<file path="src/rtl/store_rmw_unit_pkg.sv">
// store_rmw_unit_pkg
// Shared definitions for the store read-modify-write unit.
// - Size codes (MB_*): the same encoding the load byte/half extractor uses.
// - state_t: the FSM states of store_rmw_unit.
// - Helpers that classify a request by its size code and low address bits.
package store_rmw_unit_pkg;

    localparam logic [1:0] MB_WORD = 2'b00;
    localparam logic [1:0] MB_HALF = 2'b10;
    localparam logic [1:0] MB_BYTE = 2'b11;

    typedef enum logic [2:0] {
        IDLE  = 3'd0,
        READ  = 3'd1,
        WRITE = 3'd2,
        DONE  = 3'd3,
        ERR   = 3'd4
    } state_t;

    // Sub-word stores need the old word first.
    function automatic logic is_subword(input logic [1:0] mb);
        return (mb == MB_HALF) || (mb == MB_BYTE);
    endfunction

    // Bytes never misalign; halves need addr[0]=0; words need addr[1:0]=0.
    function automatic logic is_misaligned(input logic [1:0] mb, input logic [1:0] lo);
        logic bad;
        bad = 1'b0;
        case (mb)
            MB_BYTE: bad = 1'b0;
            MB_HALF: bad = lo[0];
            default: bad = (lo != 2'b00);
        endcase
        return bad;
    endfunction

endpackage

</file>
<file path="src/rtl/store_lane_merge.sv">
// store_lane_merge
// Combinational lane merge: places the low lanes of the store data into
// the byte lane(s) selected by size and addr[1:0]; other lanes keep the
// old word. Mirror image of the load extractor.
// Ports:
//   old_word  in  32  word read back from memory
//   st_data   in  32  store data, value in the low lanes
//   mem_byte  in  2   size code (MB_BYTE / MB_HALF / others word)
//   addr_lo   in  2   byte address bits [1:0]
//   merged    out 32  word to write back
module store_lane_merge
    import store_rmw_unit_pkg::*;
(
    input  logic [31:0] old_word,
    input  logic [31:0] st_data,
    input  logic [1:0]  mem_byte,
    input  logic [1:0]  addr_lo,
    output logic [31:0] merged
);

    always_comb begin
        merged = old_word;
        case (mem_byte)
            MB_BYTE: begin
                case (addr_lo)
                    2'd0:    merged[7:0]   = st_data[7:0];
                    2'd1:    merged[15:8]  = st_data[7:0];
                    2'd2:    merged[23:16] = st_data[7:0];
                    default: merged[31:24] = st_data[7:0];
                endcase
            end
            MB_HALF: begin
                // addr[0] is not looked at: a misaligned half lands on the
                // half selected by addr[1] unless the align check rejects it.
                if (addr_lo[1]) merged[31:16] = st_data[15:0];
                else            merged[15:0]  = st_data[15:0];
            end
            default: merged = st_data;
        endcase
    end

endmodule

</file>
<file path="src/rtl/store_rmw_unit.sv">
// store_rmw_unit
// Turns sw/sh/sb requests from the MEM stage into whole-word memory writes.
// Word stores write directly; sub-word stores read the word, merge the new
// lane(s) and write it back. Every memory wait is bounded by TIMEOUT_CYC.
// Optional build macro: STORE_RMW_ALIGN_CHECK_EN -- when defined, a
// misaligned half or word store is rejected with st_err and never reaches
// memory; when undefined the low address bits that do not select a lane
// are ignored.
// Ports:
//   clk, rst_n                  clock, synchronous active-low reset
//   st_valid/st_ready           request handshake (ready only in IDLE)
//   st_mem_byte, st_addr, st_data  request size code, byte address, data
//   st_done / st_err            one-cycle completion / abort pulses
//   mem_rd_req/addr/valid/data  word read port (req held until valid)
//   mem_wr_en/addr/data/ack     word write port (en held until ack)
//   dbg_state                   current FSM state (state_t encoding)
//
// Handshakes: a store is accepted on a rising edge where st_valid and
// st_ready are both high. mem_rd_req / mem_wr_en rise on entry to READ /
// WRITE and stay high, with stable address/data, until the cycle where
// mem_rd_valid / mem_wr_ack is sampled high or the wait times out.
// mem_rd_valid / mem_wr_ack outside those states are ignored.
module store_rmw_unit
    import store_rmw_unit_pkg::*;
#(
    parameter int ADDR_W      = 32,
    parameter int TIMEOUT_CYC = 255
) (
    input  logic              clk,
    input  logic              rst_n,
    input  logic              st_valid,
    output logic              st_ready,
    input  logic [1:0]        st_mem_byte,
    input  logic [ADDR_W-1:0] st_addr,
    input  logic [31:0]       st_data,
    output logic              st_done,
    output logic              st_err,
    output logic              mem_rd_req,
    output logic [ADDR_W-1:0] mem_rd_addr,
    input  logic              mem_rd_valid,
    input  logic [31:0]       mem_rd_data,
    output logic              mem_wr_en,
    output logic [ADDR_W-1:0] mem_wr_addr,
    output logic [31:0]       mem_wr_data,
    input  logic              mem_wr_ack,
    output logic [2:0]        dbg_state
);

    localparam int CW = $clog2(TIMEOUT_CYC + 1);
    // Last waiting cycle: the request has then been held TIMEOUT_CYC cycles.
    localparam logic [CW-1:0] TMO_LAST = CW'(TIMEOUT_CYC - 1);

`ifdef STORE_RMW_ALIGN_CHECK_EN
    localparam bit ALIGN_CHECK = 1'b1;
`else
    localparam bit ALIGN_CHECK = 1'b0;
`endif

    state_t            state;
    logic [CW-1:0]     tmo_cnt;
    logic [ADDR_W-1:0] addr_q;
    logic [31:0]       data_q;
    logic [1:0]        mb_q;
    logic [31:0]       wr_data_q;
    logic [31:0]       merged;

    store_lane_merge u_merge (
        .old_word (mem_rd_data),
        .st_data  (data_q),
        .mem_byte (mb_q),
        .addr_lo  (addr_q[1:0]),
        .merged   (merged)
    );

    assign st_ready    = (state == IDLE);
    assign mem_rd_addr = {addr_q[ADDR_W-1:2], 2'b00};
    assign mem_wr_addr = {addr_q[ADDR_W-1:2], 2'b00};
    assign mem_wr_data = wr_data_q;
    assign dbg_state   = state;

    always_ff @(posedge clk) begin
        if (!rst_n) begin
            state      <= IDLE;
            tmo_cnt    <= '0;
            mem_rd_req <= 1'b0;
            mem_wr_en  <= 1'b0;
            st_done    <= 1'b0;
            st_err     <= 1'b0;
            addr_q     <= '0;
            data_q     <= '0;
            mb_q       <= MB_WORD;
            wr_data_q  <= '0;
        end else begin
            st_done <= 1'b0;
            st_err  <= 1'b0;
            case (state)
                IDLE: begin
                    if (st_valid) begin
                        addr_q  <= st_addr;
                        data_q  <= st_data;
                        mb_q    <= st_mem_byte;
                        tmo_cnt <= '0;
                        if (ALIGN_CHECK && is_misaligned(st_mem_byte, st_addr[1:0])) begin
                            st_err <= 1'b1;
                            state  <= ERR;
                        end else if (is_subword(st_mem_byte)) begin
                            mem_rd_req <= 1'b1;
                            state      <= READ;
                        end else begin
                            wr_data_q <= st_data;
                            mem_wr_en <= 1'b1;
                            state     <= WRITE;
                        end
                    end
                end
                READ: begin
                    // Valid takes priority over a timeout in the same cycle.
                    if (mem_rd_valid) begin
                        mem_rd_req <= 1'b0;
                        wr_data_q  <= merged;
                        mem_wr_en  <= 1'b1;
                        tmo_cnt    <= '0;
                        state      <= WRITE;
                    end else if (tmo_cnt == TMO_LAST) begin
                        mem_rd_req <= 1'b0;
                        tmo_cnt    <= tmo_cnt + 1'b1;
                        st_err     <= 1'b1;
                        state      <= ERR;
                    end else begin
                        tmo_cnt <= tmo_cnt + 1'b1;
                    end
                end
                WRITE: begin
                    if (mem_wr_ack) begin
                        mem_wr_en <= 1'b0;
                        st_done   <= 1'b1;
                        state     <= DONE;
                    end else if (tmo_cnt == TMO_LAST) begin
                        mem_wr_en <= 1'b0;
                        tmo_cnt   <= tmo_cnt + 1'b1;
                        st_err    <= 1'b1;
                        state     <= ERR;
                    end else begin
                        tmo_cnt <= tmo_cnt + 1'b1;
                    end
                end
                DONE:    state <= IDLE;
                ERR:     state <= IDLE;
                default: state <= IDLE;
            endcase
        end
    end

endmodule

</file>
<file path="config.mk">
export PLATFORM = sky130hd
export DESIGN_NAME = store_rmw_unit
export DESIGN_NICKNAME = d
export VERILOG_FILES = /design/src/rtl/store_rmw_unit_pkg.sv /design/src/rtl/store_lane_merge.sv /design/src/rtl/store_rmw_unit.sv
export SDC_FILE = /design/constraint.sdc
export NUM_CORES = 1
export LEC_CHECK = 0
export CORE_MARGIN = 3
export CORE_UTILIZATION = 40
export CTS_BUF_LIST = sky130_fd_sc_hd__clkbuf_8
export CTS_CLUSTER_DIAMETER = 30
export DETAILED_ROUTE_END_ITERATION = 8
export GPL_TIMING_DRIVEN = 0
export PLACE_DENSITY = 0.75
export RECOVER_POWER = 25
export SYNTH_ARGS = -nofsm -noshare
export SYNTH_HDL_FRONTEND = slang
export SYNTH_SLANG_ARGS = --single-unit
export TNS_END_PERCENT = 10
</file>
<file path="constraint.sdc">
create_clock -name clk -period 1.9 [get_ports clk]
set_input_delay 0.475 -clock clk [delete_from_list [all_inputs] [get_ports clk]]
set_output_delay 0.475 -clock clk [all_outputs]
set_load 0.01 [all_outputs]
</file>
==> flow_metrics.py, run 1 <==
metrics = {
    "pwr": {
        "powerDensity_nw_per_um2": 838,
        "seqPwrFrac_pct": 39.1,
        "vdd_drop_max_v": 0.000404,
        "p_int_mw": 5.02,
        "p_leak_nw": 3.40,
        "power.share.switching_pct": 29.0,
        "combPwrFrac_pct": 26.3,
        "switchingPower_mw": 2.05,
        "p_clk_share_pct": 34.5,
    },
    "drt": {
        "wire_per_inst_um": 17.2,
        "ant_nets": 0,
        "via_per_inst": 5.27,
        "drt-pass1-iter-count": 5,
        "num_vias": 5987,
        "drc": 0,
        "drtIter0Drc": 470,
        "finalWirelength_mm": 19.5,
    },
    "status": {
        "outcome": "complete, no violations",
    },
    "sta": {
        "whs_ps": 431,
        "clock_skew_ps": 11.9,
        "setup_ws_ps": 10.5,
        "setup_viol_count_final": 0,
        "max_freq_mhz": 529,
        "rsz0062_at_grt": "true",
        "post-route-period-util_pct": 99.4,
        "slew_headroom_pct": 51.6,
        "fin_crit_ps": 1890,
        "fin_setup_tns_ps": 0,
        "hold_violations": 0,
        "tightest_slew_ps": 719,
        "maxSlewViolCount": 0,
    },
    "global_route": {
        "grt_pass1_wl_mm": 29.7,
        "grt_pass1_vias": 5479,
        "grt-ovfl-total": 0,
        "antenna_found_initial": 1,
        "grt_max_degree": 17,
        "track_usage_pct": 23.5,
    },
    "clock_network": {
        "ctsLongestPathBuffers": 2,
        "insertion_delay_ps": 450,
        "htreeDepth": 4,
        "clockRootBuffer": "clkbuf_8",
        "numCtsBuffers": 17,
        "cts_tree": "built",
        "ctsHoldBuffers": 0,
        "cts.sinks": 113,
        "clkTransAtPathRegs_ps": 70,
    },
    "synth": {
        "synth_warnings": 0,
        "syn_area_um2": 5810,
        "synth-seq-cells": 113,
        "synth_edf_count": 0,
        "postSynthCellCount": 717,
        "synth_top_area_cell": "dfxtp_1",
        "netlist.area_leader.share_pct": 38.9,
        "avgSynthCellArea_um2": 8.11,
        "async_flop_share_pct": 0,
        "netlist_top_cells_area": "dfxtp_1 (39%), nand2_1 (11%), buf_4 (8.3%)",
        "yosysSeqAreaShare_pct": 38.9,
        "yosysUniqueCellTypes": 48,
        "synth_ff_type": "dfxtp_1",
    },
    "setup_path": {
        "cp.required_ps": 1420,
        "crit_type": "flip-flop to output pin",
        "crit_buf_inv": 1,
        "cp.arrival_ps": 1410,
        "crit_fanout": 8,
        "cp-end-kind": "output pin",
        "crit_cells": 1,
        "path_delay_family": "buffers and inverters",
        "r2r_cells": 5,
        "max_stage_delay_ps": 550,
        "crit_chain": "clkdlybuf4s50_1",
        "worstSetupStartpointType": "flip-flop",
        "cp_slowest_cell": "clkdlybuf4s50_1",
    },
    "placed_design": {
        "pre_cts_slack_ps": -932,
        "place_congestion": 0.923,
        "port_buffers": 202,
        "place_area_um2": 8070,
        "hpwl_mm": 14.5,
        "dp_cells": 1102,
    },
    "die": {
        "start_util_pct": 41.4,
        "fp.coreArea_um2": 14000,
        "die-area_um2": 16000,
        "io_pins": 207,
        "rows": 43,
        "die_h_um": 127,
        "fp.dieW_um": 127,
    },
    "layout": {
        "mostFrequentLayoutCells": "nand2_1 (162), clkdlybuf4s50_1 (134), dfxtp_1 (108)",
        "seq_area_um2": 2270,
        "fill_cells": 1324,
        "multi_input_area_um2": 2930,
        "final_cell_count_no_fill": 1136,
        "layout-drive-gt1-share_pct": 22.4,
        "synthToLayoutAreaGrowth_pct": 45.2,
        "final_common_cell": "nand2_1",
        "stdcell_area_um2": 8440,
        "num-nets-final": 1048,
    },
    "min_path": {
        "worstHoldPathCells": 2,
        "hold_path_class": "input pin to flip-flop",
    },
    "job": {
        "drv_cap": 0,
    },
}
==> logic make-up after synthesis <==
| logic type | Yosys count | share of synthesized area, % |
|---|---|---|
| compound gates | 216 | 25.9 |
| flops | 113 | 38.9 |
| fa+ha+maj | 2 | 0.430 |
| mux | 27 | 5.01 |
| buf+inv | 121 | 12.1 |
| xor+xnor | 3 | 0.452 |
| simple gates | 234 | 17.1 |
| other cells | 1 | 0.0645 |
==> power groups by stage <==
stage / clock network (mW) / registers (mW) / logic [mW]
CTS: 2.47 / 2.77 / 1.87
global placement: 0 / 2.80 / 1.84
finish: 2.44 / 2.77 / 1.86
floorplan: 0 / 2.79 / 0.940
global route: 2.57 / 2.79 / 2.03
detailed placement: 0 / 2.81 / 1.85
==> path summary, 6_finish.rpt <==
| path | start | end | slack, ps |
|---|---|---|---|
| max | dbg_state[1] | dbg_state[1] | 10 |
| min | mem_wr_ack | st_done | 430 |
| max reg2reg | dbg_state[2] | mem_wr_data[13] | 60 |
| min reg2reg | data_q[18] | data_q[18] | 460 |
==> cell usage after synthesis, types with 2 or more instances <==
| cell type | instances |
|---|---|
| nand2_1 | 163 |
| dfxtp_1 | 113 |
| buf_4 | 64 |
| a21boi_0 | 63 |
| o21ai_0 | 46 |
| clkbuf_1 | 41 |
| nand3_1 | 30 |
| a21oi_1 | 29 |
| nor2_1 | 18 |
| mux2_2 | 17 |
| mux2i_1 | 10 |
| a221oi_1 | 9 |
| a32o_1 | 9 |
| o221ai_1 | 9 |
| a222oi_1 | 8 |
| o211ai_1 | 8 |
| a21boi_1 | 7 |
| a31o_2 | 7 |
| buf_2 | 7 |
| buf_1 | 6 |
| o21ai_1 | 6 |
| nand2b_1 | 4 |
| o31ai_1 | 4 |
| a211oi_1 | 3 |
| and2_1 | 3 |
| nor3_1 | 3 |
| xnor2_1 | 3 |
| and4_1 | 2 |
| ha_1 | 2 |
| inv_1 | 2 |
| nand3b_1 | 2 |
| or3b_1 | 2 |
| or4_1 | 2 |
==> per-layer routing <==
| layer | routed length [um] | share of wire (%) | up-vias | track usage [%] |
|---|---|---|---|---|
| met2 | 8760 | 45 | 296 | 36.0 |
| met5 | 0 | 0 | - | 0 |
| met1 | 8510 | 44 | 2740 | 31.9 |
| li1 | - | - | 2916 | - |
| met4 | 413 | 2.1 | 0 | 9.21 |
| met3 | 1820 | 9.3 | 35 | 5.56 |
==> stage by stage <==
stage | utilization (%) | total power [mW]
2_1_floorplan | - | 3.73
3_3_place_gp | 57.5 | 4.64
3_5_place_dp | 57.5 | 4.66
4_1_cts | 60.3 | 7.11
5_1_grt | 60.1 | 7.39
6_report | 60.1 | 7.07
==> layout make-up <==
| type | count | area share [%] |
|---|---|---|
| Buffer | 116 | 8.88 |
| Clock buffer | 23 | 3.75 |
| Tap cell | 180 | 2.67 |
| Sequential cell | 113 | 26.9 |
| Antenna cell | 1 | 0.0296 |
| Multi-Input combinational cell | 486 | 34.7 |
| Clock inverter | 8 | 1.30 |
| Inverter | 3 | 0.133 |
| Timing Repair Buffer | 206 | 21.7 |
==> registers in the layout (all words and copies together), names as in the netlist <==
name / flops
tmo_cnt: 8
mem_wr_data: 32
st_err: 1
mem_wr_en: 1
dbg_state: 3
st_done: 1
mem_rd_req: 1
addr_q: 32
mb_q: 2
data_q: 32
==> worst reg2reg max path, stage by stage (launching register included) <==
cell	delay, ps
dfxtp_1	380
or3b_4	490
clkbuf_4	250
a221oi_1	230
o21ai_0	150
a32o_1	220
==> timing repair <==
item / CTS / global route
buffers inserted: 2 / 2
endpoints found under the setup margin: 163 / 111
gates resized for setup: 116 / 35
pin swaps: 2 / 1
endpoints found under the hold margin: 0 / 0
No activity file was read; power rests on OpenSTA's default activity.
==> run 2: changes to the inputs <==
--- a/config.mk
+++ b/config.mk
@@ -5,13 +5,13 @@
 export SDC_FILE = /design/constraint.sdc
 export NUM_CORES = 1
 export LEC_CHECK = 0
+export ABC_AREA = 1
 export CORE_MARGIN = 3
 export CORE_UTILIZATION = 40
-export CTS_BUF_LIST = sky130_fd_sc_hd__clkbuf_8
 export CTS_CLUSTER_DIAMETER = 30
 export DETAILED_ROUTE_END_ITERATION = 8
 export GPL_TIMING_DRIVEN = 0
-export PLACE_DENSITY = 0.75
+export PLACE_DENSITY = 0.72
 export RECOVER_POWER = 25
 export SYNTH_ARGS = -nofsm -noshare
 export SYNTH_HDL_FRONTEND = slang
==> constraint.sdc (replaced) <==
create_clock -name clk -period 2.25 [get_ports clk]
set_input_delay 0.5625 -clock clk [delete_from_list [all_inputs] [get_ports clk]]
set_output_delay 0.5625 -clock clk [all_outputs]
set_load 0.01 [all_outputs]
==> flow_metrics.py, run 2 <==
metrics = {
    "status": {
        "outcome": "complete, no violations",
    },
    "sta": {
        "fin_setup_tns_ps": 0,
        "tightest_slew_ps": 674,
        "setup_ws_ps": 199,
        "fin_crit_ps": 2050,
        "rsz0062_at_grt": "false",
        "hold_violations": 0,
        "slew_headroom_pct": 55.1,
        "whs_ps": 462,
        "setup_viol_count_final": 0,
        "clock_skew_ps": 9.52,
        "maxSlewViolCount": 0,
        "max_freq_mhz": 488,
        "post-route-period-util_pct": 91.1,
    },
    "pwr": {
        "p_clk_share_pct": 39.0,
        "p_leak_nw": 3.60,
        "seqPwrFrac_pct": 34.4,
        "p_int_mw": 4.75,
        "powerDensity_nw_per_um2": 768,
        "vdd_drop_max_v": 0.000516,
        "power.share.switching_pct": 30.1,
        "combPwrFrac_pct": 26.6,
        "switchingPower_mw": 2.05,
    },
    "synth": {
        "synth-seq-cells": 113,
        "yosys-top-cells-count": "nand2_1 (199), a21oi_1 (124), dfxtp_1 (113)",
        "synth_ff_type": "dfxtp_1",
        "postSynthCellCount": 895,
        "syn_area_um2": 6070,
        "async_flop_share_pct": 0,
        "synth_top_area_cell": "dfxtp_1",
        "yosysUniqueCellTypes": 31,
        "synth_edf_count": 0,
        "yosysSeqAreaShare_pct": 37.3,
        "synth_warnings": 0,
        "netlist_top_cells_area": "dfxtp_1 (37%), nand2_1 (12%), a21oi_1 (10%)",
        "avgSynthCellArea_um2": 6.78,
        "netlist.area_leader.share_pct": 37.3,
        "yosys.cell_count.top_type": "nand2_1",
    },
    "layout": {
        "n_antenna_cell": 0,
        "layout-drive-gt1-share_pct": 12.4,
        "fill_cells": 1399,
        "mostFrequentLayoutCells": "nand2_1 (200), clkdlybuf4s50_1 (199), a21oi_1 (124)",
        "final_common_cell": "nand2_1",
        "synthToLayoutAreaGrowth_pct": 46.1,
        "num-nets-final": 1223,
    },
    "setup_path": {
        "cp.required_ps": 2540,
        "crit_chain": "clkdlybuf4s50_1 > nand3_1 > nand3_1 > clkbuf_1 > nor2_1 > nand2_1 > a21oi_1",
        "cp-end-kind": "flip-flop",
        "reg2reg_from": "dbg_state[0]",
        "crit_fanout": 10,
        "crit_buf_inv": 2,
        "cp_slowest_cell": "clkdlybuf4s50_1",
        "crit_type": "input pin to flip-flop",
        "critPathMostFrequentCell": "nand3_1",
        "path_delay_family": "buffers and inverters",
        "cp.arrival_ps": 2340,
        "crit_start": "st_mem_byte[1]",
        "worstSetupStartpointType": "input pin",
        "max_stage_delay_ps": 530,
    },
    "clock_network": {
        "cts_tree": "built",
        "ctsLongestPathBuffers": 2,
        "cts.sinks": 113,
        "insertion_delay_ps": 430,
        "htreeDepth": 4,
        "numCtsBuffers": 17,
        "clkTransAtPathRegs_ps": 50,
        "clockRootBuffer": "clkbuf_16",
    },
    "drt": {
        "drt-pass1-iter-count": 7,
        "drc": 0,
        "ant_nets": 0,
        "finalWirelength_mm": 21.1,
        "wire_per_inst_um": 16.1,
        "drtIter0Drc": 677,
        "num_vias": 6753,
        "via_per_inst": 5.14,
    },
    "die": {
        "fp.dieW_um": 129,
        "io_pins": 207,
        "die_h_um": 129,
        "fp.coreArea_um2": 14700,
        "die-area_um2": 16700,
        "start_util_pct": 41.3,
        "rows": 44,
    },
    "placed_design": {
        "hpwl_mm": 15.9,
        "pre_cts_slack_ps": -14.3,
        "port_buffers": 200,
        "place_congestion": 0.971,
    },
    "job": {
        "drv_cap": 0,
    },
    "global_route": {
        "grt_pass1_wl_mm": 32.1,
        "track_usage_pct": 24.7,
        "grt_pass1_vias": 6113,
        "grt_max_degree": 17,
        "antenna_found_initial": 0,
        "grt-ovfl-total": 0,
    },
    "min_path": {
        "hold_path_class": "flip-flop to flip-flop",
        "holdCritStartpoint": "mem_wr_data[23]",
    },
}
[run 2: cell types whose count changed after synthesis, sizes merged, moves of 11 or more]
cell and delta:
nor2 +40, a21boi -70, nand2 +39, nand4 +11
mux2 -17, a21oi +95, or2 +16, inv +57
clkbuf -19, buf +20, o21ai +11, nand3 +78
[run 2: final cells by class]
class / count / area (um2) / area share, %
sequential: 113 / 2260 / 25.5
clock buffer: 21 / 470 / 5.31
buffer: 118 / 731 / 8.25
clock inverter: 10 / 110 / 1.24
multi-input combinational: 607 / 2820 / 31.8
timing repair buffer: 202 / 2010 / 22.7
inverter: 59 / 224 / 2.53
tap: 184 / 230 / 2.60
[run 2: final timing paths]
| path | to | slack [ps] | cells past startpoint |
|---|---|---|---|
| worst min register to register | mem_wr_data[23] | 460 | 2 |
| worst max-delay path | mem_wr_data[23] | 200 | 7 |
| worst max register to register | mem_wr_data[23] | 210 | 8 |
| worst min-delay path | mem_wr_data[23] | 460 | 2 |
[run 2: power by group through the flow]
| stage | logic (mW) | registers (mW) | clock network [mW] |
|---|---|---|---|
| detailed placement | 1.81 | 2.38 | 0 |
| CTS | 1.82 | 2.34 | 2.68 |
| global route | 1.97 | 2.36 | 2.76 |
| finish | 1.81 | 2.34 | 2.65 |
| floorplan | 0.960 | 2.38 | 0 |
| global placement | 1.79 | 2.38 | 0 |
[run 2: per-layer routing]
metal  up-vias  global-route usage [%]  wire length (um)
met5         -                       0                 0
met4         0                    7.04               329
met3        35                    6.22              1790
met2       299                    39.1              9860
met1      3087                    33.5              9160
li1       3332                       -                 -
[run 2: repair_timing]
item | CTS | global route
gates resized for setup | 2 | 0
hold buffers | 0 | 0
setup buffers | 2 | 0
setup endpoints to repair | 1 | 0
[run 2: tightest hold or removal path: cells and delay by family, from the launching register on]
kind | cells | cell delay, ps
simple gates | 1 | 60
flops | 1 | 300
compound gates | 1 | 50
[run 2: logic make-up (layout without fill, tap and decap cells)]
group / count (synthesis) / in the layout / share of synthesized area, %
AO/OA/AOI/OAI: 200 / 200 / 17.2
AND/OR/NAND/NOR: 401 / 401 / 29.0
other: 1 / 4 / 0.0618
adder cells (fa/ha/maj): 2 / 2 / 0.412
flip-flops: 113 / 113 / 37.3
buffers and inverters: 178 / 410 / 16.1
[run 2: metrics by stage]
step / power, mW / cell area, um2 / util (%) / instances
floorplan: 3.34 / 6080 / - / 898
global placement: 4.17 / 8310 / 56.5 / 1282
detailed placement: 4.18 / 8310 / 56.5 / 1282
CTS: 6.84 / 8900 / 60.6 / 1314
global route: 7.09 / 8860 / 60.3 / 1314
finish: 6.80 / 8860 / 60.3 / 1314
